<file path="src/rtl/uart_pkg.sv">
// Shared constants, FSM state types and divisor helper for the UART link.
// Latency: n/a (package only).
// Backpressure: n/a.
package uart_pkg;

   localparam int PAR_NONE = 0;
   localparam int PAR_EVEN = 1;
   localparam int PAR_ODD  = 2;

   typedef enum logic [2:0] {
      TX_IDLE,
      TX_START,
      TX_DATA,
      TX_PAR,
      TX_STOP
   } tx_state_t;

   typedef enum logic [2:0] {
      RX_IDLE,
      RX_START,
      RX_DATA,
      RX_PAR,
      RX_STOP
   } rx_state_t;

   // Clock cycles per line bit, rounded to nearest.
   function automatic int div_calc(input int clk_hz, input int baud);
      return (clk_hz + baud / 2) / baud;
   endfunction

endpackage

</file>
<file path="src/rtl/uart_rx_core.sv">
// UART receiver: 2-flop synchroniser, start-bit qualification, centre sampling, parity/stop check.
// Latency: rd_vld about DIV*(DATA_BITS+P+1.5)+3 cycles after the start-bit falling edge.
// Backpressure: none; rd_vld is a one-cycle pulse that must be consumed when it fires.
module uart_rx_core
   import uart_pkg::*;
#(
   parameter int DIV       = 434,
   parameter int DATA_BITS = 8,
   parameter int PARITY    = PAR_EVEN
) (
   input  logic                 clk,
   input  logic                 rst,
   input  logic                 rx,
   output logic                 rd_vld,
   output logic [DATA_BITS-1:0] rd_data,
   output logic                 rd_perr,
   output logic                 rd_ferr
);

   localparam int DCW = $clog2(DIV);
   localparam int BCW = $clog2(DATA_BITS);
   localparam logic [DCW-1:0] DIV_LAST  = DCW'(DIV - 1);
   localparam logic [DCW-1:0] DIV_HALF  = DCW'(DIV / 2);
   localparam logic [BCW-1:0] DBIT_LAST = BCW'(DATA_BITS - 1);

   logic                 rx_s1, rx_s2, rx_prev;
   rx_state_t            rx_state;
   logic [DCW-1:0]       baud_cnt;
   logic [BCW-1:0]       bit_cnt;
   logic [DATA_BITS-1:0] shreg;
   logic                 par_smp;
   logic                 perr;

   // Synchronise rx and keep one more stage for falling-edge detection.
   always_ff @(posedge clk or posedge rst) begin
      if (rst) begin
         rx_s1   <= 1'b1;
         rx_s2   <= 1'b1;
         rx_prev <= 1'b1;
      end else begin
         rx_s1   <= rx;
         rx_s2   <= rx_s1;
         rx_prev <= rx_s2;
      end
   end

   // Parity mismatch against the sampled parity bit; never flagged without parity.
   always_comb begin
      perr = 1'b0;
      if (PARITY == PAR_EVEN)
         perr = par_smp ^ (^shreg);
      else if (PARITY == PAR_ODD)
         perr = par_smp ^ (~^shreg);
   end

   // Receive FSM: the start re-sample at DIV/2 restarts the counter so later samples land mid-bit.
   always_ff @(posedge clk or posedge rst) begin
      if (rst) begin
         rx_state <= RX_IDLE;
         baud_cnt <= '0;
         bit_cnt  <= '0;
         shreg    <= '0;
         par_smp  <= 1'b0;
         rd_vld   <= 1'b0;
         rd_data  <= '0;
         rd_perr  <= 1'b0;
         rd_ferr  <= 1'b0;
      end else begin
         rd_vld <= 1'b0;
         case (rx_state)
            RX_IDLE: begin
               if (rx_prev && !rx_s2) begin
                  rx_state <= RX_START;
                  baud_cnt <= '0;
               end
            end
            RX_START: begin
               if (baud_cnt == DIV_HALF) begin
                  baud_cnt <= '0;
                  bit_cnt  <= '0;
                  rx_state <= rx_s2 ? RX_IDLE : RX_DATA;
               end else begin
                  baud_cnt <= baud_cnt + 1'b1;
               end
            end
            default: begin
               if (baud_cnt != DIV_LAST) begin
                  baud_cnt <= baud_cnt + 1'b1;
               end else begin
                  baud_cnt <= '0;
                  case (rx_state)
                     RX_DATA: begin
                        shreg <= {rx_s2, shreg[DATA_BITS-1:1]};
                        if (bit_cnt == DBIT_LAST)
                           rx_state <= (PARITY != PAR_NONE) ? RX_PAR : RX_STOP;
                        else
                           bit_cnt <= bit_cnt + 1'b1;
                     end
                     RX_PAR: begin
                        par_smp  <= rx_s2;
                        rx_state <= RX_STOP;
                     end
                     RX_STOP: begin
                        rd_vld   <= 1'b1;
                        rd_data  <= shreg;
                        rd_perr  <= perr;
                        rd_ferr  <= ~rx_s2;
                        rx_state <= RX_IDLE;
                     end
                     default: rx_state <= RX_IDLE;
                  endcase
               end
            end
         endcase
      end
   end

endmodule

</file>
<file path="src/rtl/uart_frame_txrx.sv">
// Full-duplex UART: sends one CMD_WIDTH command as back-to-back frames MSW first; receives frames independently.
// Latency: start bit on tx the cycle after the transfer; cmd_rdy returns one cycle after the last stop bit.
// Backpressure: cmd_rdy low for the whole command; receive side has none (pulsed rd_vld).
module uart_frame_txrx
   import uart_pkg::*;
#(
   parameter int CLK_HZ    = 50_000_000,
   parameter int BAUD      = 115200,
   parameter int DATA_BITS = 8,
   parameter int CMD_WIDTH = 16,
   parameter int PARITY    = PAR_EVEN,
   parameter int STOP_BITS = 1
) (
   input  logic                 clk,
   input  logic                 rst,
   input  logic [CMD_WIDTH-1:0] cmd_in,
   input  logic                 cmd_vld,
   output logic                 cmd_rdy,
   output logic                 tx,
   input  logic                 rx,
   output logic                 rd_vld,
   output logic [DATA_BITS-1:0] rd_data,
   output logic                 rd_perr,
   output logic                 rd_ferr
);

   localparam int DIV    = div_calc(CLK_HZ, BAUD);
   localparam int NWORDS = CMD_WIDTH / DATA_BITS;
   localparam int DCW    = $clog2(DIV);
   localparam int BCW    = $clog2(DATA_BITS + 1);
   localparam int WCW    = $clog2(NWORDS + 1);
   localparam logic [DCW-1:0] DIV_LAST  = DCW'(DIV - 1);
   localparam logic [BCW-1:0] DBIT_LAST = BCW'(DATA_BITS - 1);
   localparam logic [BCW-1:0] SBIT_LAST = BCW'(STOP_BITS - 1);
   localparam logic [WCW-1:0] WORD_LAST = WCW'(NWORDS - 1);

   if (CMD_WIDTH == 0 || CMD_WIDTH % DATA_BITS != 0) begin : g_bad_cmd_width
      $error("CMD_WIDTH must be a nonzero multiple of DATA_BITS");
   end
   if (DATA_BITS < 5 || DATA_BITS > 9) begin : g_bad_data_bits
      $error("DATA_BITS must be 5..9");
   end
   if (DIV < 4) begin : g_bad_div
      $error("baud divisor must be at least 4");
   end
   if (STOP_BITS < 1 || STOP_BITS > 2) begin : g_bad_stop
      $error("STOP_BITS must be 1 or 2");
   end
   if (PARITY < PAR_NONE || PARITY > PAR_ODD) begin : g_bad_parity
      $error("PARITY must be 0, 1 or 2");
   end

   tx_state_t            tx_state;
   logic [DCW-1:0]       baud_cnt;
   logic [BCW-1:0]       bit_cnt;
   logic [WCW-1:0]       word_cnt;
   logic [CMD_WIDTH-1:0] shreg;
   logic [DATA_BITS-1:0] cur_word;
   logic [DATA_BITS-1:0] wsh;
   logic                 par_bit;

   // Word on the wire is always the top slice; shreg shifts up after each frame.
   always_comb begin
      cur_word = shreg[CMD_WIDTH-1 -: DATA_BITS];
      par_bit  = (PARITY == PAR_ODD) ? ~^cur_word : ^cur_word;
   end

   // Transmit FSM; tx is registered and set on each bit boundary so the line never glitches.
   always_ff @(posedge clk or posedge rst) begin
      if (rst) begin
         tx_state <= TX_IDLE;
         baud_cnt <= '0;
         bit_cnt  <= '0;
         word_cnt <= '0;
         shreg    <= '0;
         wsh      <= '0;
         cmd_rdy  <= 1'b1;
         tx       <= 1'b1;
      end else begin
         case (tx_state)
            TX_IDLE: begin
               if (cmd_vld && cmd_rdy) begin
                  shreg    <= cmd_in;
                  tx_state <= TX_START;
                  baud_cnt <= '0;
                  word_cnt <= '0;
                  cmd_rdy  <= 1'b0;
                  tx       <= 1'b0;
               end
            end
            default: begin
               if (baud_cnt != DIV_LAST) begin
                  baud_cnt <= baud_cnt + 1'b1;
               end else begin
                  baud_cnt <= '0;
                  case (tx_state)
                     TX_START: begin
                        tx_state <= TX_DATA;
                        bit_cnt  <= '0;
                        tx       <= cur_word[0];
                        wsh      <= cur_word >> 1;
                     end
                     TX_DATA: begin
                        if (bit_cnt == DBIT_LAST) begin
                           bit_cnt <= '0;
                           if (PARITY != PAR_NONE) begin
                              tx_state <= TX_PAR;
                              tx       <= par_bit;
                           end else begin
                              tx_state <= TX_STOP;
                              tx       <= 1'b1;
                           end
                        end else begin
                           bit_cnt <= bit_cnt + 1'b1;
                           tx      <= wsh[0];
                           wsh     <= wsh >> 1;
                        end
                     end
                     TX_PAR: begin
                        tx_state <= TX_STOP;
                        bit_cnt  <= '0;
                        tx       <= 1'b1;
                     end
                     TX_STOP: begin
                        if (bit_cnt == SBIT_LAST) begin
                           bit_cnt <= '0;
                           shreg   <= shreg << DATA_BITS;
                           if (word_cnt == WORD_LAST) begin
                              tx_state <= TX_IDLE;
                              cmd_rdy  <= 1'b1;
                              tx       <= 1'b1;
                           end else begin
                              tx_state <= TX_START;
                              word_cnt <= word_cnt + 1'b1;
                              tx       <= 1'b0;
                           end
                        end else begin
                           bit_cnt <= bit_cnt + 1'b1;
                        end
                     end
                     default: begin
                        tx_state <= TX_IDLE;
                        cmd_rdy  <= 1'b1;
                        tx       <= 1'b1;
                     end
                  endcase
               end
            end
         endcase
      end
   end

   uart_rx_core #(
      .DIV       (DIV),
      .DATA_BITS (DATA_BITS),
      .PARITY    (PARITY)
   ) u_rx (
      .clk     (clk),
      .rst     (rst),
      .rx      (rx),
      .rd_vld  (rd_vld),
      .rd_data (rd_data),
      .rd_perr (rd_perr),
      .rd_ferr (rd_ferr)
   );

endmodule

</file>
<file path="config.mk">
export PLATFORM = sky130hd
export DESIGN_NAME = uart_frame_txrx
export DESIGN_NICKNAME = d
export VERILOG_FILES = /design/src/rtl/uart_pkg.sv /design/src/rtl/uart_rx_core.sv /design/src/rtl/uart_frame_txrx.sv
export SDC_FILE = /design/constraint.sdc
export NUM_CORES = 1
export LEC_CHECK = 0
export CAP_MARGIN = 20
export CORE_AREA = 10 10 88 166
export DETAILED_ROUTE_END_ITERATION = 10
export DIE_AREA = 0 0 98 176
export GPL_ROUTABILITY_DRIVEN = 0
export MAX_ROUTING_LAYER = met4
export PLACE_DENSITY = 0.49
export SLEW_MARGIN = 15
export SYNTH_ARGS = -nofsm -noshare
export SYNTH_HDL_FRONTEND = slang
export SYNTH_SLANG_ARGS = --single-unit
</file>
<file path="constraint.sdc">
create_clock -name clk -period 2.7 [get_ports clk]
set_clock_uncertainty 0.1 [all_clocks]
set_input_delay 0.54 -clock clk [delete_from_list [all_inputs] [get_ports clk]]
set_output_delay 0.54 -clock clk [all_outputs]
set_load 0.02 [all_outputs]
</file>
==> results.yml, run 1 <==
final_layout:
  layout_commonest_cell: "dfrtp_1"
  fin_area_um2: 4880
  fin_util_pct: 40.49
  layout_common_cells: "dfrtp_1, o21ai_0, nand2_1"
  fill_cells: 1183
  antenna_cells: 0
  area_delta_synth_final_pct: 19.63
  drive_gt1_share_pct: 14.55
  nNetsFinal: 451
sta:
  tns_ps: 0
  min_period_ps: 2159
  slew_headroom_pct: 69.34
  rsz0062_at_grt: "false"
  worst_pin_slew_ps: 459.0
  fmax_ghz: 0.4633
  maxSlewViolCount: 0
  finalHoldViolCount: 0
  setup_viol: 0
  holdWs_ps: 264.8
  period_share_pct: 79.95
drt:
  vias: 2924
  first_iter_violations: 61
  drt-vias-per-instance: 5.103
  wl_per_cell_um: 14.78
  drtAntennaViolNets: 0
  first_pass_iters: 4
  drc_errors: 0
  finalWirelength_um: 8468
global_routing:
  grt_pass1_wl_um: 14720
  grt_antenna_before_repair: 0
  overflow: 0
  grt_max_degree: 73
  grt_pass1_vias: 3099
  grtUsageTotal_pct: 10.52
cts:
  htreeDepth: 3
  postCtsHoldBufs: 0
  clk_path_buf_depth: 2
  cts_buffers: 9
  cts_tree: "built"
  cts_resized: 0
  cts_sinks: 81
  root_buffer: "clkbuf_16"
  path_clk_slew_ps: 60
  postCtsSetupRepairBufs: 0
  clock_latency_ps: 340
critical_path:
  rr_endpoint: "word_cnt[0]"
  worstPathArrival_ps: 1520
  path_delay_family: "buffers and inverters"
  r2r_setup_slack_ps: 570
  slowest_delay_ps: 620
  worstRegToRegCells: 7
  cp_num_cells: 1
  crit_path_end_kind: "primary output"
  cp_data_required_time_ps: 2060
  critical_path.max_fanout: 5
  worstSetupPathType: "flip-flop to primary output"
  cp_num_buf_inv: 1
  crit_path_cell_trace: "clkdlybuf4s50_1"
  startpoint: "cmd_rdy"
  r2r_start: "bit_cnt[0]"
  crit_path_start_kind: "flip-flop"
  crit_slowest_cell: "clkdlybuf4s50_1"
  crit_path_end: "cmd_rdy"
synth:
  synth_seq_cells: 81
  ys_warn_count: 0
  syn_avg_cell_area_um2: 10.43
  async_flop_share_pct: 100.0
  synth_edf_count: 0
  ys_types: 57
  syn_inst: 391
  ys_seq_area_share_pct: 49.85
  synth_fp_nets: 420
  syn_area_um2: 4079
  synth_flop_cell: "dfrtp_1"
placed_design:
  io_buffer_count: 32
  place_area_um2: 4561
  dp_hpwl_um: 6098
floorplan:
  boundaryPins: 33
  fp.dieArea_um2: 17250
  num_rows: 57
  core_um2: 12050
  initial_core_util_pct: 33.84
  die_x_um: 98
  chipHeight_um: 176
outcome:
  status: "complete, no violations"
power:
  ir_drop_v: 0.0003105
  p_leak_nw: 2.163
  powerDensity_nw_per_um2: 589.5
flow_run:
  max-cap-violations: 0
worst_hold_path:
  hp-class: "flip-flop to flip-flop"
[layout make-up]
class                      instances  area, um2  share of cell area (%)
sequential                        81       2033                   41.67
inverter                          12      48.80                   1.000
clock inverter                     5      80.08                   1.641
tap                              147      183.9                   3.769
multi-input combinational        279       1909                   39.13
timing repair buffer              39      385.4                   7.897
clock buffer                      10      239.0                   4.897
[state kept, by name, indices dropped and copies added (netlist names), 2 cells and up]
| signal | cells |
|---|---|
| tx_state | 3 |
| u_rx.rd_data | 8 |
| u_rx.shreg | 8 |
| u_rx.baud_cnt | 9 |
| shreg | 16 |
| baud_cnt | 9 |
| u_rx.rx_state | 3 |
| u_rx.bit_cnt | 3 |
| word_cnt | 2 |
| bit_cnt | 4 |
| wsh | 7 |
[power by group]
group	internal, mW	leakage (nW)	switching [mW]
clock network	0.828	0.151	0.493
registers	1.27	1.08	0.0864
logic	0.108	0.930	0.0867
[metal layers]
layer,part of all wire [%],global-route usage (%)
met1,39,10.37
met2,55,18.98
met3,2.9,1.879
met4,2.5,5.725
met5,0,-
[metrics by stage]
step,std cells,power (mW),setup WS (ps)
floorplan,391,1.503,783.6
global placement,558,1.578,641.3
CTS,573,2.927,526.6
detailed placement,558,1.584,596.8
finish,573,2.877,541.4
global route,573,3.017,399.8
[cells in the mapped netlist, drive strengths merged (2+ instances only)]
cell type  instances  area share [%]
a211o              2            0.43
a21o               9             1.7
a21oi             10             1.3
a22o               4            0.86
a2bb2oi            3            0.64
and2               2            0.31
and3               8             1.2
buf               14             1.8
clkbuf             5            0.46
dfrtp             76              47
dfstp              5             3.2
ha                 9             2.8
inv               12             1.1
mux2              18             5.0
mux2i             15             3.7
nand2             44             4.0
nand2b             3            0.46
nand3              8            0.98
nand3b             2            0.37
nand4              3            0.61
nor2              18             1.7
nor2b              8             1.2
nor3               9             1.5
nor3b              5            0.92
o21ai             51             6.3
o31ai              3            0.55
o41ai              3            0.83
or2                4            0.61
or3                3            0.58
or3b               2            0.43
xnor2             13             2.8
xor2               3            0.64
[worst min path at each step]
stage / from / to / depth (start not counted)
finish: u_rx.rx_s1 / u_rx.rx_s2 / 0
global route: u_rx.rx_s1 / u_rx.rx_s2 / 0
CTS: u_rx.rx_s1 / u_rx.rx_s2 / 0
detailed placement: u_rx.rx_s1 / u_rx.rx_s2 / 0
global placement: u_rx.rx_s1 / u_rx.rx_s2 / 0
floorplan: u_rx.rx_s1 / u_rx.rx_s2 / 0
[kinds of logic after synthesis]
family	count (synthesis)	share of synthesized area (%)
AO/OA/AOI/OAI	95	14.69
XOR/XNOR	16	3.436
adder cells (fa/ha/maj)	9	2.761
buffers and inverters	31	3.344
flip-flops	81	49.85
multiplexers	33	8.650
AND/OR/NAND/NOR	126	17.27
Power figures use the tool's default switching activity.
==> run 2, diff against run 1 <==
--- a/config.mk
+++ b/config.mk
@@ -11,7 +11,7 @@
 export DIE_AREA = 0 0 98 176
 export GPL_ROUTABILITY_DRIVEN = 0
 export MAX_ROUTING_LAYER = met4
-export PLACE_DENSITY = 0.49
+export PLACE_DENSITY = 0.48
 export SLEW_MARGIN = 15
 export SYNTH_ARGS = -nofsm -noshare
 export SYNTH_HDL_FRONTEND = slang
==> constraint.sdc (replaced) <==
create_clock -name clk -period 2.2 [get_ports clk]
set_clock_uncertainty 0.1 [all_clocks]
set_input_delay 0.44 -clock clk [delete_from_list [all_inputs] [get_ports clk]]
set_output_delay 0.44 -clock clk [all_outputs]
set_load 0.02 [all_outputs]
==> results.yml, run 2 (synthesized netlist as in run 1, its figures left out) <==
critical_path:
  worstSetupPathType: "flip-flop to flip-flop"
  cp_data_required_time_ps: 2320
  worstPathArrival_ps: 2200
  r2r_setup_slack_ps: 120
  critical_path.max_fanout: 8
  crit_path_start_kind: "flip-flop"
  crit_path_end_kind: "flip-flop"
drt:
  drc_errors: 0
  first_iter_violations: 96
  drt-vias-per-instance: 5.046
  first_pass_iters: 4
  wl_per_cell_um: 14.85
  finalWirelength_um: 8641
  vias: 2937
  drtAntennaViolNets: 0
global_routing:
  grt_antenna_before_repair: 0
  grtUsageTotal_pct: 10.56
  grt_pass1_wl_um: 14720
  grt_pass1_vias: 3077
  overflow: 0
  grt_max_degree: 82
power:
  p_sw_share_pct: 24.73
  power_mw: 3.453
  sequentialPowerShare_pct: 48.0
  power_switching_mw: 0.8537
  p_leak_nw: 2.209
  p_comb_share_pct: 7.6
  internal_power_mw: 2.599
  ir_drop_v: 0.0003815
  powerDensity_nw_per_um2: 695.6
  power.share.clock_pct: 44.4
placed_design:
  io_buffer_count: 32
  place_area_um2: 4646
  dp_hpwl_um: 6274
cts:
  clk_path_buf_depth: 2
  cts_sinks: 81
  root_buffer: "clkbuf_16"
  clock_latency_ps: 340
  cts_tree: "built"
  cts_buffers: 9
  postCtsSetupRepairBufs: 0
  path_clk_slew_ps: 70
  htreeDepth: 3
floorplan:
  initial_core_util_pct: 33.84
  chipHeight_um: 176
  core_um2: 12050
  fp.dieArea_um2: 17250
  num_rows: 57
  die_x_um: 98
  boundaryPins: 33
sta:
  setup_viol: 0
  worst_pin_slew_ps: 499.6
  holdWs_ps: 257.1
  min_period_ps: 2083
  rsz0062_at_grt: "true"
  finalHoldViolCount: 0
  period_share_pct: 94.68
  maxSlewViolCount: 0
  slew_headroom_pct: 66.69
  fmax_ghz: 0.4801
final_layout:
  top_regs: "shreg x16, baud_cnt x9, u_rx.baud_cnt x9"
  drive_gt1_share_pct: 17.01
  area_delta_synth_final_pct: 21.69
  largest_register_ffs: 16
  layout_commonest_cell: "dfrtp_1"
  regMostFlops: "shreg"
  fin_util_pct: 41.18
  antenna_cells: 0
  layout_common_cells: "dfrtp_1, o21ai_0, nand2_1"
  fin_area_um2: 4964
  fill_cells: 1175
  nNetsFinal: 459
flow_run:
  max-cap-violations: 0
worst_hold_path:
  hp-class: "flip-flop to flip-flop"
outcome:
  status: "complete, no violations"
## run 2: final timing paths
check | startpoint | end | depth (start not counted)
min in group asynchronous | rst | u_rx.baud_cnt[0] | 3
worst min register to register | u_rx.rx_s1 | u_rx.rx_s2 | 0
worst min-delay path | u_rx.rx_s1 | u_rx.rx_s2 | 0
worst max register to register | baud_cnt[1] | bit_cnt[2] | 6
max in group asynchronous | rst | u_rx.rx_s2 | 3
worst max-delay path | baud_cnt[1] | bit_cnt[2] | 6
## run 2: metrics by stage
step	TNS, ps	std cells	setup WS [ps]
floorplan	0	391	283.6
global placement	0	566	137.4
detailed placement	0	566	119.0
CTS	0	582	103.9
global route	-2.317	582	-2.317
finish	0	582	116.9
## run 2: critical path: stages (launching register included)
cell and delay (ps):
dfrtp_1 410, inv_1 70, ha_1 180, nand4b_4 160
or4_1 690, o21ai_0 260, o41ai_2 100
## run 2: cell type report
class / instances / area, um2 / area share (%)
inverters: 12 / 48.80 / 0.9831
clock inverters: 7 / 77.57 / 1.563
well taps: 147 / 183.9 / 3.706
clock buffers: 9 / 225.2 / 4.537
multi-input cells: 279 / 1924 / 38.77
flip-flops and latches: 81 / 2033 / 40.96
repair buffers: 47 / 470.5 / 9.478
## run 2: repair_timing
item	in CTS	in global routing
resized for setup	0	3
endpoints found under the setup margin	0	5
hold buffers	0	0
## run 2: power groups by stage
stage               registers, mW  clock network [mW]  logic [mW]
finish                       1.66                1.53       0.264
global route                 1.67                1.65       0.306
CTS                          1.66                1.59       0.271
detailed placement           1.69                   0       0.269
global placement             1.69                   0       0.267
floorplan                    1.65                   0       0.192
## run 2: routing by layer
layer / track usage [%] / vias up / share of wire [%]
li1: - / 1456 / -
met1: 10.11 / 1431 / 39
met2: 19.45 / 37 / 56
met3: 2.074 / 13 / 2.5
met4: 5.298 / 0 / 2.2
met5: - / - / 0
==> run 3, diff against run 2 <==
--- a/config.mk
+++ b/config.mk
@@ -10,6 +10,7 @@
 export DETAILED_ROUTE_END_ITERATION = 10
 export DIE_AREA = 0 0 98 176
 export GPL_ROUTABILITY_DRIVEN = 0
+export HOLD_SLACK_MARGIN = 0.06
 export MAX_ROUTING_LAYER = met4
 export PLACE_DENSITY = 0.48
 export SLEW_MARGIN = 15
==> results of run 3 <==
No change in the layout: final DEF, timing and power equal those of run 2.
